## config.mk

```make
export PLATFORM = sky130hd
export DESIGN_NAME = extram_arbiter
export DESIGN_NICKNAME = d
export VERILOG_FILES = /design/src/rtl/extram_arbiter.sv
export SDC_FILE = /design/constraint.sdc
export NUM_CORES = 1
export LEC_CHECK = 0
export ABC_AREA = 1
export CAP_MARGIN = 20
export CORE_MARGIN = 4
export CORE_UTILIZATION = 44
export CTS_CLUSTER_SIZE = 8
export DETAILED_ROUTE_END_ITERATION = 7
export HOLD_SLACK_MARGIN = 0.12
export PLACE_DENSITY = 0.79
export SETUP_SLACK_MARGIN = 0.4
export SLEW_MARGIN = 5
export SYNTH_ARGS = -nofsm -noshare
export SYNTH_HDL_FRONTEND = slang
export SYNTH_SLANG_ARGS = --single-unit
```

## constraint.sdc

```tcl
create_clock -name clk -period 2.3 [get_ports clk]
set_input_delay 0.575 -clock clk [delete_from_list [all_inputs] [get_ports clk]]
set_output_delay 0.575 -clock clk [all_outputs]
set_load 0.1 [all_outputs]
```

## src/rtl/extram_arbiter.sv

```systemverilog
// Two-port round-robin arbiter and ZBT SRAM sequencer with read-to-write turnaround.
// Define EXTRAM_STRICT_PRIO_EN to give port A absolute priority instead of burst-limited round-robin.
module extram_arbiter #(
  parameter int AWIDTH = 21,
  parameter int DWIDTH = 36,
  parameter int BURST  = 8
) (
  input  logic              clk,
  input  logic              rst_n,
  input  logic              ena,
  input  logic              a_req,
  input  logic              a_we,
  input  logic [AWIDTH-1:0] a_addr,
  input  logic [DWIDTH-1:0] a_wdata,
  output logic              a_ack,
  output logic [DWIDTH-1:0] a_rdata,
  output logic              a_rvalid,
  input  logic              b_req,
  input  logic              b_we,
  input  logic [AWIDTH-1:0] b_addr,
  input  logic [DWIDTH-1:0] b_wdata,
  output logic              b_ack,
  output logic [DWIDTH-1:0] b_rdata,
  output logic              b_rvalid,
  output logic [AWIDTH-1:0] RAM_A,
  output logic [DWIDTH-1:0] RAM_D_po,
  input  logic [DWIDTH-1:0] RAM_D_pi,
  output logic              RAM_D_poe,
  output logic              RAM_CE1n,
  output logic              RAM_WEn,
  output logic              RAM_LDn,
  output logic              RAM_OEn,
  output logic              RAM_CENn,
  output logic              busy
);

  typedef enum logic {PORT_A = 1'b0, PORT_B = 1'b1} port_e;

`ifndef EXTRAM_STRICT_PRIO_EN
  localparam logic [7:0] BURST_L = 8'(BURST);
`endif

  port_e              last_q, last_d;
  logic [7:0]         cnt_q, cnt_d;
  logic               cand_vld;
  port_e              cand_port;
  logic               cand_we;
  logic               blocked;
  logic               grant;
  logic [AWIDTH-1:0]  sel_addr;
  logic [DWIDTH-1:0]  sel_wdata;

  logic               p1_vld_q, p2_vld_q, p3_vld_q;
  logic               p1_we_q, p2_we_q, p3_we_q;
  port_e              p1_port_q, p2_port_q, p3_port_q;
  logic [DWIDTH-1:0]  p1_wdata_q, p2_wdata_q;

  logic [AWIDTH-1:0]  ram_a_q;
  logic [DWIDTH-1:0]  ram_po_q;
  logic               ram_poe_q, ram_ce1n_q, ram_wen_q, ram_oen_q, ram_cenn_q;
  logic               a_rvalid_q, b_rvalid_q;
  logic [DWIDTH-1:0]  a_rdata_q, b_rdata_q;

  // Arbitration and turnaround: ack is combinational in the request cycle
  always_comb begin
    cand_vld  = 1'b0;
    cand_port = PORT_A;
    if (rst_n && ena && (a_req || b_req)) begin
      cand_vld = 1'b1;
`ifdef EXTRAM_STRICT_PRIO_EN
      cand_port = a_req ? PORT_A : PORT_B;
`else
      if (a_req && b_req) begin
        // cnt_q==0 only right after reset, so the pointer (B) yields to A first
        if ((cnt_q != 8'd0) && (cnt_q < BURST_L)) cand_port = last_q;
        else                                       cand_port = port_e'(~last_q);
      end else begin
        cand_port = a_req ? PORT_A : PORT_B;
      end
`endif
    end
    cand_we   = (cand_port == PORT_B) ? b_we    : a_we;
    sel_addr  = (cand_port == PORT_B) ? b_addr  : a_addr;
    sel_wdata = (cand_port == PORT_B) ? b_wdata : a_wdata;
    blocked   = p1_vld_q && !p1_we_q && cand_we;
    grant     = cand_vld && !blocked;
    a_ack     = grant && (cand_port == PORT_A);
    b_ack     = grant && (cand_port == PORT_B);
  end

  always_comb begin
    cnt_d  = cnt_q;
    last_d = last_q;
    if (grant) begin
      if ((cand_port == last_q) && (cnt_q != 8'd0))
        cnt_d = (cnt_q == 8'hFF) ? cnt_q : cnt_q + 8'd1;
      else
        cnt_d = 8'd1;
      last_d = cand_port;
    end
  end

  // Control state, pins and read-return stage
  always_ff @(posedge clk or negedge rst_n) begin
    if (!rst_n) begin
      last_q     <= PORT_B;
      cnt_q      <= 8'd0;
      p1_vld_q   <= 1'b0;
      p2_vld_q   <= 1'b0;
      p3_vld_q   <= 1'b0;
      ram_a_q    <= '0;
      ram_po_q   <= '0;
      ram_poe_q  <= 1'b1;
      ram_ce1n_q <= 1'b1;
      ram_wen_q  <= 1'b1;
      ram_oen_q  <= 1'b1;
      ram_cenn_q <= 1'b1;
      a_rvalid_q <= 1'b0;
      b_rvalid_q <= 1'b0;
      a_rdata_q  <= '0;
      b_rdata_q  <= '0;
    end else begin
      last_q     <= last_d;
      cnt_q      <= cnt_d;
      p1_vld_q   <= grant;
      p2_vld_q   <= p1_vld_q;
      p3_vld_q   <= p2_vld_q;
      ram_cenn_q <= 1'b0;
      ram_ce1n_q <= ~grant;
      ram_wen_q  <= ~(grant && cand_we);
      if (grant) ram_a_q <= sel_addr;
      // Data phase is two cycles after address: drive writes / enable reads then
      ram_poe_q  <= ~(p2_vld_q && p2_we_q);
      ram_oen_q  <= ~(p2_vld_q && !p2_we_q);
      if (p2_vld_q && p2_we_q) ram_po_q <= p2_wdata_q;
      a_rvalid_q <= p3_vld_q && !p3_we_q && (p3_port_q == PORT_A);
      b_rvalid_q <= p3_vld_q && !p3_we_q && (p3_port_q == PORT_B);
      if (p3_vld_q && !p3_we_q && (p3_port_q == PORT_A)) a_rdata_q <= RAM_D_pi;
      if (p3_vld_q && !p3_we_q && (p3_port_q == PORT_B)) b_rdata_q <= RAM_D_pi;
    end
  end

  // Pipeline payload; qualified by the valid bits above so no reset needed
  always_ff @(posedge clk) begin
    p1_we_q    <= cand_we;
    p1_port_q  <= cand_port;
    p1_wdata_q <= sel_wdata;
    p2_we_q    <= p1_we_q;
    p2_port_q  <= p1_port_q;
    p2_wdata_q <= p1_wdata_q;
    p3_we_q    <= p2_we_q;
    p3_port_q  <= p2_port_q;
  end

  assign RAM_A     = ram_a_q;
  assign RAM_D_po  = ram_po_q;
  assign RAM_D_poe = ram_poe_q;
  assign RAM_CE1n  = ram_ce1n_q;
  assign RAM_WEn   = ram_wen_q;
  assign RAM_LDn   = 1'b0;
  assign RAM_OEn   = ram_oen_q;
  assign RAM_CENn  = ram_cenn_q;
  assign a_rvalid  = a_rvalid_q;
  assign b_rvalid  = b_rvalid_q;
  assign a_rdata   = a_rdata_q;
  assign b_rdata   = b_rdata_q;
  assign busy      = p1_vld_q | p2_vld_q | p3_vld_q | a_rvalid_q | b_rvalid_q;

endmodule

```

==> results.sh, run 1 <==
export IMPL_status="finished, violations left"
export IMPL_violations="setup timing"
export IMPL_final_antenna_net_count=0
export IMPL_cts_made_buffers=34
export IMPL_antenna_found_initial=0
export IMPL_core_rowCount=49
export IMPL_wl_um=23300
export IMPL_ys_seq_area_frac=0.656
export IMPL_synth_top_area_cell="dfrtp_1"
export IMPL_gr_total_overflow=0
export IMPL_cp_max_fo=3
export IMPL_power_total_w=0.0169
export IMPL_core_area_um2=18000
export IMPL_synth_top_area_share=0.442
export IMPL_synth_cells=814
export IMPL_drt_first_pass_iters=4
export IMPL_grt_pass1_wl_um=33800
export IMPL_die_height_um=143
export IMPL_track_usage=0.208
export IMPL_ys_ff_latch=226
export IMPL_crit_type="flip-flop to output port"
export IMPL_clock_path_buffers=3
export IMPL_finalMaxSlewViolations=0
export IMPL_gp_congestion=0.819
export IMPL_yosysUniqueCellTypes=29
export IMPL_yosys_warnings=0
export IMPL_numPortBuffers=295
export IMPL_vias_per_cell=4.73
export IMPL_setup_tns_ns=-7.66
export IMPL_pre_cts_ws_ns=-0.252
export IMPL_grt_max_degree=98
export IMPL_syn_area_um2=8030
export IMPL_grt_setup_unrepaired="yes"
export IMPL_final_layout_size_suffix_gt1_frac=0.327
export IMPL_worst_slack_ns=-0.402
export IMPL_cap_violations=0
export IMPL_die_w_um=143
export IMPL_route_detailed_drc=0
export IMPL_worst_pin_slew_ns=0.678
export IMPL_worstPathArrival_ns=2.13
export IMPL_synthToLayoutAreaGrowth_pct=62.9
export IMPL_reg2reg_slack_ns=-0.27
export IMPL_vias=6735
export IMPL_hold_violations=0
export IMPL_worstSkewPairLatency_ns=0.49
export IMPL_syn_mean_instance_area_um2=9.87
export IMPL_synth_area_leaders="dfrtp_1 44%, dfxtp_1 19%, nand2_1 16%"
export IMPL_cts_tree="built"
export IMPL_drtIter0Drc=310
export IMPL_power_density_nw_per_um2=1290
export IMPL_holdBufCountCts=0
export IMPL_die_area_um2=20500
export IMPL_hp_class="input port to async pin"
export IMPL_setup_worst_path_end_class="output port"
export IMPL_clock_fmax_mhz=370
export IMPL_dp_hpwl_um=15100
export IMPL_diodes=0
export IMPL_start_util=0.447
export IMPL_max_slew_margin_rel=0.548
export IMPL_root_buffer="clkbuf_16"
export IMPL_htreeDepth=2
export IMPL_finalSetupViolCount=35
export IMPL_path_clk_slew_ns=0.05
export IMPL_grt_pass1_vias=6686
export IMPL_required_ns=1.73
export IMPL_ir_drop_mv=1.14
export IMPL_fillers=1225
export IMPL_ioPinCount=297
export IMPL_wire_per_inst_um=16.4
export IMPL_startpoint_type="flip-flop"
export IMPL_clock_skew_ns=0.0164
export IMPL_fin_crit_sh=1.17
export IMPL_nets=1328
export IMPL_p_leak_nw=6.38
export IMPL_cts_sinks=226
export IMPL_fin_crit_ns=2.70
cell families (layout without fill, tap and decap cells):
kind of cell    after synthesis  after routing  share of synthesized area
fa+ha+maj                     2              2                    0.00311
flops                       226            226                      0.656
simple gates                378            378                      0.187
mux                          36             36                     0.0505
other cells                   1              2                   0.000467
buf+inv                      90            469                     0.0478
compound gates               75             75                     0.0478
xor+xnor                      6              6                    0.00654
stage by stage:
step	utilization	cells	instance area, µm²	hold WS (ns)
final	0.729	1423	13100	0.159
after global routing	0.729	1423	13100	0.221
after CTS	0.701	1413	12600	0.199
after detailed placement	0.618	1332	11100	0.312
after global placement	0.618	1332	11100	0.310
after floorplan	-	815	8080	0.279
placed cells by master, fill, tap and decap left out, types with 2 or more instances in the layout:
master           instances
o21ai_0                 73
xor2_1                   4
nand3_1                  6
inv_1                   47
clkbuf_1                23
nand2_2                 61
conb_1                   2
clkdlybuf4s50_1        155
buf_4                  157
inv_2                    4
clkbuf_16               39
nor2_1                  12
buf_12                  18
buf_6                   14
nand3_4                  3
mux2_2                  36
buf_16                   5
nor3_1                   4
dfstp_2                  6
xnor2_1                  2
nand2_1                251
dfrtp_2                  2
dfrtp_1                140
nand2_4                 26
nand3_2                  9
dfxtp_1                 78
clkinv_1                 2
clkinv_8                 2
routing by layer:
layer  up-vias  part of all wire  track usage
li1       3260                 -            -
met1      3178              0.37        0.235
met2       253              0.52        0.371
met3        44             0.086       0.0643
met4         0             0.029       0.0755
met5         -                 0            0
worst max-delay path, stage by stage (launching register included):
cell and delay (ns):
dfrtp_1 0.36, inv_2 0.06, ha_4 0.16, a21oi_4 0.12, nand2_1 0.06, nand2_1 0.06
nand3_1 0.08, nand2_2 0.13, nand2_4 0.08, nand2_4 0.07, nand3_4 0.10, nand2_4 0.09
clkinvlp_4 0.09, buf_12 0.17
cell usage after synthesis (all sizes together):
library cell  instances
conb                  1
inv                  53
ha                    2
dfxtp                78
clkinv                2
nor2                 14
dfrtp               142
nand3                18
o211a                 1
nand2               338
clkbuf               21
nand4                 2
nor3                  5
xnor2                 2
buf                  14
xor2                  4
mux2                 36
and2                  1
a21oi                 1
dfstp                 6
o21ai                73
registers in the layout, summed over array words and instances, names as in the netlist, 8 cells and up:
register and count:
a_rdata 36, cnt_q 8, p2_wdata_q 36, b_rdata 36, p1_wdata_q 36, RAM_A 21
RAM_D_po 36
worst paths after layout:
| kind | startpoint | end | cells after the start |
|---|---|---|---|
| max | cnt_q[0]$_DFFE_PN0P_ | b_ack | 13 |
| min | rst_n | RAM_D_po[32]$_DFFE_PN0P_ | 2 |
| max reg2reg | cnt_q[0]$_DFFE_PN0P_ | RAM_A[14]$_DFFE_PN0P_ | 21 |
| min reg2reg | p1_wdata_q[21]$_DFF_P_ | p2_wdata_q[21]$_DFF_P_ | 0 |
| max in group asynchronous | rst_n | b_rvalid$_DFF_PN0_ | 3 |
| min in group clk | p1_wdata_q[21]$_DFF_P_ | p2_wdata_q[21]$_DFF_P_ | 0 |
final cells by class:
cell class                      instances  area [µm²]  area share
Clock buffer                           58         962      0.0735
Sequential cell                       226        5280       0.403
Timing Repair Buffer                  353        3490       0.266
Tap cell                              229         287      0.0219
Inverter                               55         226      0.0173
Clock inverter                          3        41.3     0.00315
Multi-Input combinational cell        499        2810       0.215
where the power goes:
part	internal [W]	switching (W)	total, W
sequential	0.00472	0.000411	0.00513
combinational	0.00162	0.00562	0.00724
clock	0.00284	0.00165	0.00449
repair_timing:
| item | in CTS | in global routing |
|---|---|---|
| cloned | 5 | 5 |
| gates resized for setup | 52 | 105 |
| setup endpoints to repair | 65 | 74 |
| pin swaps | 3 | 33 |
| setup buffers | 15 | 5 |
Note: power is estimated with default switching activity, not from simulation.
==> run 2: changes to the inputs <==
--- a/config.mk
+++ b/config.mk
@@ -6,13 +6,13 @@
 export NUM_CORES = 1
 export LEC_CHECK = 0
 export ABC_AREA = 1
-export CAP_MARGIN = 20
+export CAP_MARGIN = 30
 export CORE_MARGIN = 4
 export CORE_UTILIZATION = 44
 export CTS_CLUSTER_SIZE = 8
 export DETAILED_ROUTE_END_ITERATION = 7
 export HOLD_SLACK_MARGIN = 0.12
-export PLACE_DENSITY = 0.79
+export PLACE_DENSITY = 0.9
 export SETUP_SLACK_MARGIN = 0.4
 export SLEW_MARGIN = 5
 export SYNTH_ARGS = -nofsm -noshare
==> results.sh, run 2 (synthesized netlist as in run 1, its figures left out) <==
export IMPL_grt_pass1_vias=6848
export IMPL_gp_congestion=0.843
export IMPL_required_ns=1.73
export IMPL_cts_sinks=226
export IMPL_drtIter0Drc=267
export IMPL_reg2reg_slack_ns=0.21
export IMPL_final_antenna_net_count=0
export IMPL_wl_um=21800
export IMPL_path_cells="inv_2, ha_4, a21oi_4, nand2_1, nand2_1, nand3_1, nand2_2, nand2_4, nand2_4, nand3_4, nand2_4, clkinvlp_4, buf_12"
export IMPL_path_clk_slew_ns=0.05
export IMPL_die_w_um=143
export IMPL_cts_made_buffers=34
export IMPL_cts_tree="built"
export IMPL_final_cell_mix="328 x nand2_1, 156 x buf_4, 155 x clkdlybuf4s50_1"
export IMPL_status="finished, violations left"
export IMPL_p_leak_nw=6.05
export IMPL_cpMostUsedCell="nand2_4"
export IMPL_worstSkewPairLatency_ns=0.49
export IMPL_numPortBuffers=295
export IMPL_cp_slowest_cell="dfrtp_1"
export IMPL_grt_max_degree=147
export IMPL_hp_class="flip-flop to flip-flop"
export IMPL_core_area_um2=18000
export IMPL_grt_pass1_wl_um=33700
export IMPL_worst_pin_slew_ns=0.857
export IMPL_track_usage=0.207
export IMPL_max_stage_delay_ns=0.37
export IMPL_synthToLayoutAreaGrowth_pct=51.9
export IMPL_regArea_um2=5280
export IMPL_drt_first_pass_iters=5
export IMPL_antenna_found_initial=0
export IMPL_setup_worst_path_end_class="output port"
export IMPL_ioPinCount=297
export IMPL_worstPathArrival_ns=2.18
export IMPL_nets=1300
export IMPL_pre_cts_ws_ns=-0.263
export IMPL_vias_per_cell=4.74
export IMPL_gr_total_overflow=0
export IMPL_die_height_um=143
export IMPL_hold_violations=0
export IMPL_clock_fmax_mhz=363
export IMPL_max_slew_margin_rel=0.429
export IMPL_crit_type="flip-flop to output port"
export IMPL_vias=6620
export IMPL_ir_drop_mv=1.14
export IMPL_startpoint_type="flip-flop"
export IMPL_clock_path_buffers=3
export IMPL_fillers=1288
export IMPL_finalMaxSlewViolations=0
export IMPL_cap_violations=0
export IMPL_power_total_w=0.0167
export IMPL_fin_crit_sh=1.20
export IMPL_layout_commonest_cell="nand2_1"
export IMPL_htreeDepth=2
export IMPL_root_buffer="clkbuf_16"
export IMPL_core_rowCount=49
export IMPL_cp_max_fo=4
export IMPL_finalSetupViolCount=2
export IMPL_final_layout_size_suffix_gt1_frac=0.238
export IMPL_multiInputGateArea_um2=2460
export IMPL_power_density_nw_per_um2=1370
export IMPL_die_area_um2=20500
export IMPL_violations="setup timing"
export IMPL_start_util=0.447
export IMPL_route_detailed_drc=0
export IMPL_wire_per_inst_um=15.6
export IMPL_diodes=0
export IMPL_worst_slack_ns=-0.457
export IMPL_dp_hpwl_um=15400
export IMPL_grt_setup_unrepaired="yes"
export IMPL_fin_crit_ns=2.76
export IMPL_clock_skew_ns=0.0158
-- run 2: where the power goes --
group	switching (W)	internal (W)	total (W)	leakage (nW)
sequential	0.000403	0.00472	0.00512	2.42
combinational	0.00555	0.00150	0.00704	3.15
clock	0.00167	0.00285	0.00452	0.478
-- run 2: repair_timing --
action                                  in CTS  in global routing
pin swaps                                    3                  4
resized for setup                           12                 14
hold buffers                                 1                  0
endpoints found under the hold margin        2                  0
buffers inserted                             3                  2
endpoints found under the setup margin      65                 67
-- run 2: worst max-delay path: cells and delay by family, from the launching register on --
family | cells | cell delay, ns
adders and majority gates | 1 | 0.17
DFF | 1 | 0.37
and+or+nand+nor | 8 | 0.70
buffers and inverters | 3 | 0.33
AOI/OAI and AO/OA | 1 | 0.12
-- run 2: metal layers --
| metal | share of wire | routed length, µm | track usage |
|---|---|---|---|
| met3 | 0.097 | 2110 | 0.0586 |
| met1 | 0.36 | 7870 | 0.225 |
| met4 | 0.027 | 600 | 0.0795 |
| met2 | 0.52 | 11300 | 0.380 |
| met5 | 0 | 0 | 0 |
-- run 2: metrics by stage --
stage | hold WS (ns) | instance area (µm²) | setup TNS, ns | cells | utilization
finish | 0.314 | 12200 | -0.904 | 1396 | 0.679
global placement | 0.310 | 11100 | -2.63 | 1328 | 0.615
detailed placement | 0.312 | 11100 | -3.99 | 1328 | 0.615
CTS | 0.315 | 12100 | -0.904 | 1394 | 0.676
floorplan | 0.279 | 8080 | -0.290 | 815 | -
global route | 0.322 | 12200 | -1.12 | 1396 | 0.679
-- run 2: path summary, 6_finish.rpt --
check | from | end | cells past startpoint
worst max-delay path | cnt_q[0]$_DFFE_PN0P_ | b_ack | 13
worst min-delay path | p1_wdata_q[4]$_DFF_P_ | p2_wdata_q[4]$_DFF_P_ | 0
worst max register to register | cnt_q[0]$_DFFE_PN0P_ | last_q$_DFFE_PN1P_ | 14
worst min register to register | p1_wdata_q[4]$_DFF_P_ | p2_wdata_q[4]$_DFF_P_ | 0
max in group asynchronous | rst_n | b_rvalid$_DFF_PN0_ | 4
min in group asynchronous | rst_n | b_rdata[14]$_DFFE_PN0P_ | 3
-- run 2: cell type report --
cell class	count	area share
clock inverter	3	0.00308
clock buffer	59	0.0792
inverter	55	0.0176
timing repair buffer	325	0.243
tap	229	0.0235
sequential	226	0.432
multi-input combinational	499	0.201
==> run 3: changes to the inputs <==
--- a/config.mk
+++ b/config.mk
@@ -14,6 +14,7 @@
 export HOLD_SLACK_MARGIN = 0.12
 export PLACE_DENSITY = 0.9
 export SETUP_SLACK_MARGIN = 0.4
+export SKIP_CTS_REPAIR_TIMING = 1
 export SLEW_MARGIN = 5
 export SYNTH_ARGS = -nofsm -noshare
 export SYNTH_HDL_FRONTEND = slang
==> results.sh, run 3 (synthesized netlist as in run 1, its figures left out) <==
export IMPL_die_w_um=143
export IMPL_wire_per_inst_um=16.0
export IMPL_worstSkewPairLatency_ns=0.49
export IMPL_fin_crit_sh=1.21
export IMPL_fillers=1237
export IMPL_worst_pin_slew_ns=0.846
export IMPL_hp_class="flip-flop to flip-flop"
export IMPL_vias_per_cell=4.77
export IMPL_cpMostUsedCell="nand2_4"
export IMPL_fin_crit_ns=2.78
export IMPL_cp_slowest_cell="dfrtp_1"
export IMPL_ioPinCount=297
export IMPL_htreeDepth=2
export IMPL_path_clk_slew_ns=0.05
export IMPL_layout_cells_non_filler=1396
export IMPL_start_util=0.447
export IMPL_core_area_um2=18000
export IMPL_grt_setup_unrepaired="yes"
export IMPL_dp_hpwl_um=15400
export IMPL_die_area_um2=20500
export IMPL_die_height_um=143
export IMPL_nets=1300
export IMPL_setup_tns_ns=-0.957
export IMPL_setup_worst_path_end_class="output port"
export IMPL_final_area_um2=12500
export IMPL_clock_skew_ns=0.0157
export IMPL_antenna_found_initial=1
export IMPL_vias=6664
export IMPL_crit_type="flip-flop to output port"
export IMPL_max_slew_margin_rel=0.436
export IMPL_drt_first_pass_iters=5
export IMPL_gp_congestion=0.843
export IMPL_path_cells="inv_2, ha_4, a21oi_4, nand2_1, nand2_1, nand3_1, nand2_2, nand2_4, nand2_4, nand3_4, nand2_4, clkinvlp_4, buf_12"
export IMPL_power_density_nw_per_um2=1340
export IMPL_drtIter0Drc=269
export IMPL_final_cell_mix="296 x nand2_1, 155 x clkdlybuf4s50_1, 155 x buf_4"
export IMPL_clock_path_buffers=3
export IMPL_core_rowCount=49
export IMPL_cts_sinks=226
export IMPL_max_stage_delay_ns=0.37
export IMPL_cts_tree="built"
export IMPL_synthToLayoutAreaGrowth_pct=55.5
export IMPL_cts_made_buffers=34
export IMPL_finalMaxSlewViolations=0
export IMPL_placed_area_um2=11100
export IMPL_hold_violations=0
export IMPL_final_layout_size_suffix_gt1_frac=0.274
export IMPL_whs_ns=0.314
export IMPL_status="finished, violations left"
export IMPL_gr_total_overflow=0
export IMPL_required_ns=1.73
export IMPL_wl_um=22400
export IMPL_cp_top_family="simple AND/OR/NAND/NOR gates"
export IMPL_pre_cts_ws_ns=-0.263
export IMPL_grt_max_degree=147
export IMPL_track_usage=0.204
export IMPL_layout_commonest_cell="nand2_1"
export IMPL_startpoint_type="flip-flop"
export IMPL_violations="setup timing"
export IMPL_grt_pass1_vias=6786
export IMPL_clock_fmax_mhz=359
export IMPL_diodes=0
export IMPL_root_buffer="clkbuf_16"
export IMPL_worst_slack_ns=-0.482
export IMPL_p_leak_nw=6.18
export IMPL_worstPathArrival_ns=2.21
export IMPL_finalSetupViolCount=2
export IMPL_crit_buf_inv=3
export IMPL_final_antenna_net_count=0
export IMPL_route_detailed_drc=0
export IMPL_grt_pass1_wl_um=33400
export IMPL_numPortBuffers=295
export IMPL_dpl_cell_count=1328
export IMPL_cp_max_fo=4
export IMPL_ir_drop_mv=1.14
export IMPL_cap_violations=0
## run 3: metal layers
layer	wire [µm]	vias up	track usage	part of all wire
met5	11	-	0	0.00049
met1	7860	3131	0.224	0.35
met3	2230	51	0.0589	0.10
li1	-	3193	-	-
met2	11500	287	0.373	0.52
met4	739	2	0.0795	0.033
## run 3: final timing paths
path | cells past startpoint | to | slack [ns] | startpoint
worst max-delay path | 13 | b_ack | -0.48 | cnt_q[0]$_DFFE_PN0P_
worst min-delay path | 0 | p2_wdata_q[4]$_DFF_P_ | 0.31 | p1_wdata_q[4]$_DFF_P_
worst min register to register | 0 | p2_wdata_q[4]$_DFF_P_ | 0.31 | p1_wdata_q[4]$_DFF_P_
min in group asynchronous | 3 | b_rdata[14]$_DFFE_PN0P_ | 0.57 | rst_n
max in group asynchronous | 4 | b_rvalid$_DFF_PN0_ | 0.71 | rst_n
worst max register to register | 14 | last_q$_DFFE_PN1P_ | 0.15 | cnt_q[0]$_DFFE_PN0P_
## run 3: power breakdown
part           leakage, nW  internal [W]  switching, W
Clock                0.478       0.00285       0.00168
Sequential            2.42       0.00472      0.000403
Combinational         3.29       0.00153       0.00560
## run 3: worst register-to-register path, cell delays in order, from the launching register on
cell and delay [ns]:
dfrtp_1 0.37, inv_2 0.06, ha_4 0.16, a21oi_4 0.14, nand2_1 0.07, nand2_1 0.08
nand3_1 0.08, nand2_2 0.13, nand2_4 0.09, nand2_4 0.09, nand3_4 0.09, nand2_4 0.11
buf_12 0.18, clkinv_16 0.21, o21ai_0 0.22
## run 3: final cells by class
type / count / area, µm² / area share
Tap cell: 229 / 287 / 0.0229
Clock buffer: 59 / 966 / 0.0774
Clock inverter: 3 / 37.5 / 0.00301
Multi-Input combinational cell: 499 / 2690 / 0.215
Timing Repair Buffer: 325 / 3000 / 0.240
Sequential cell: 226 / 5280 / 0.422
Inverter: 55 / 236 / 0.0189
## run 3: through the flow
| step | power, W | utilization |
|---|---|---|
| after floorplan | 0.0104 | - |
| after CTS | 0.0168 | 0.671 |
| final | 0.0168 | 0.695 |
| after global routing | 0.0174 | 0.695 |
| after global placement | 0.0120 | 0.615 |
| after detailed placement | 0.0122 | 0.615 |
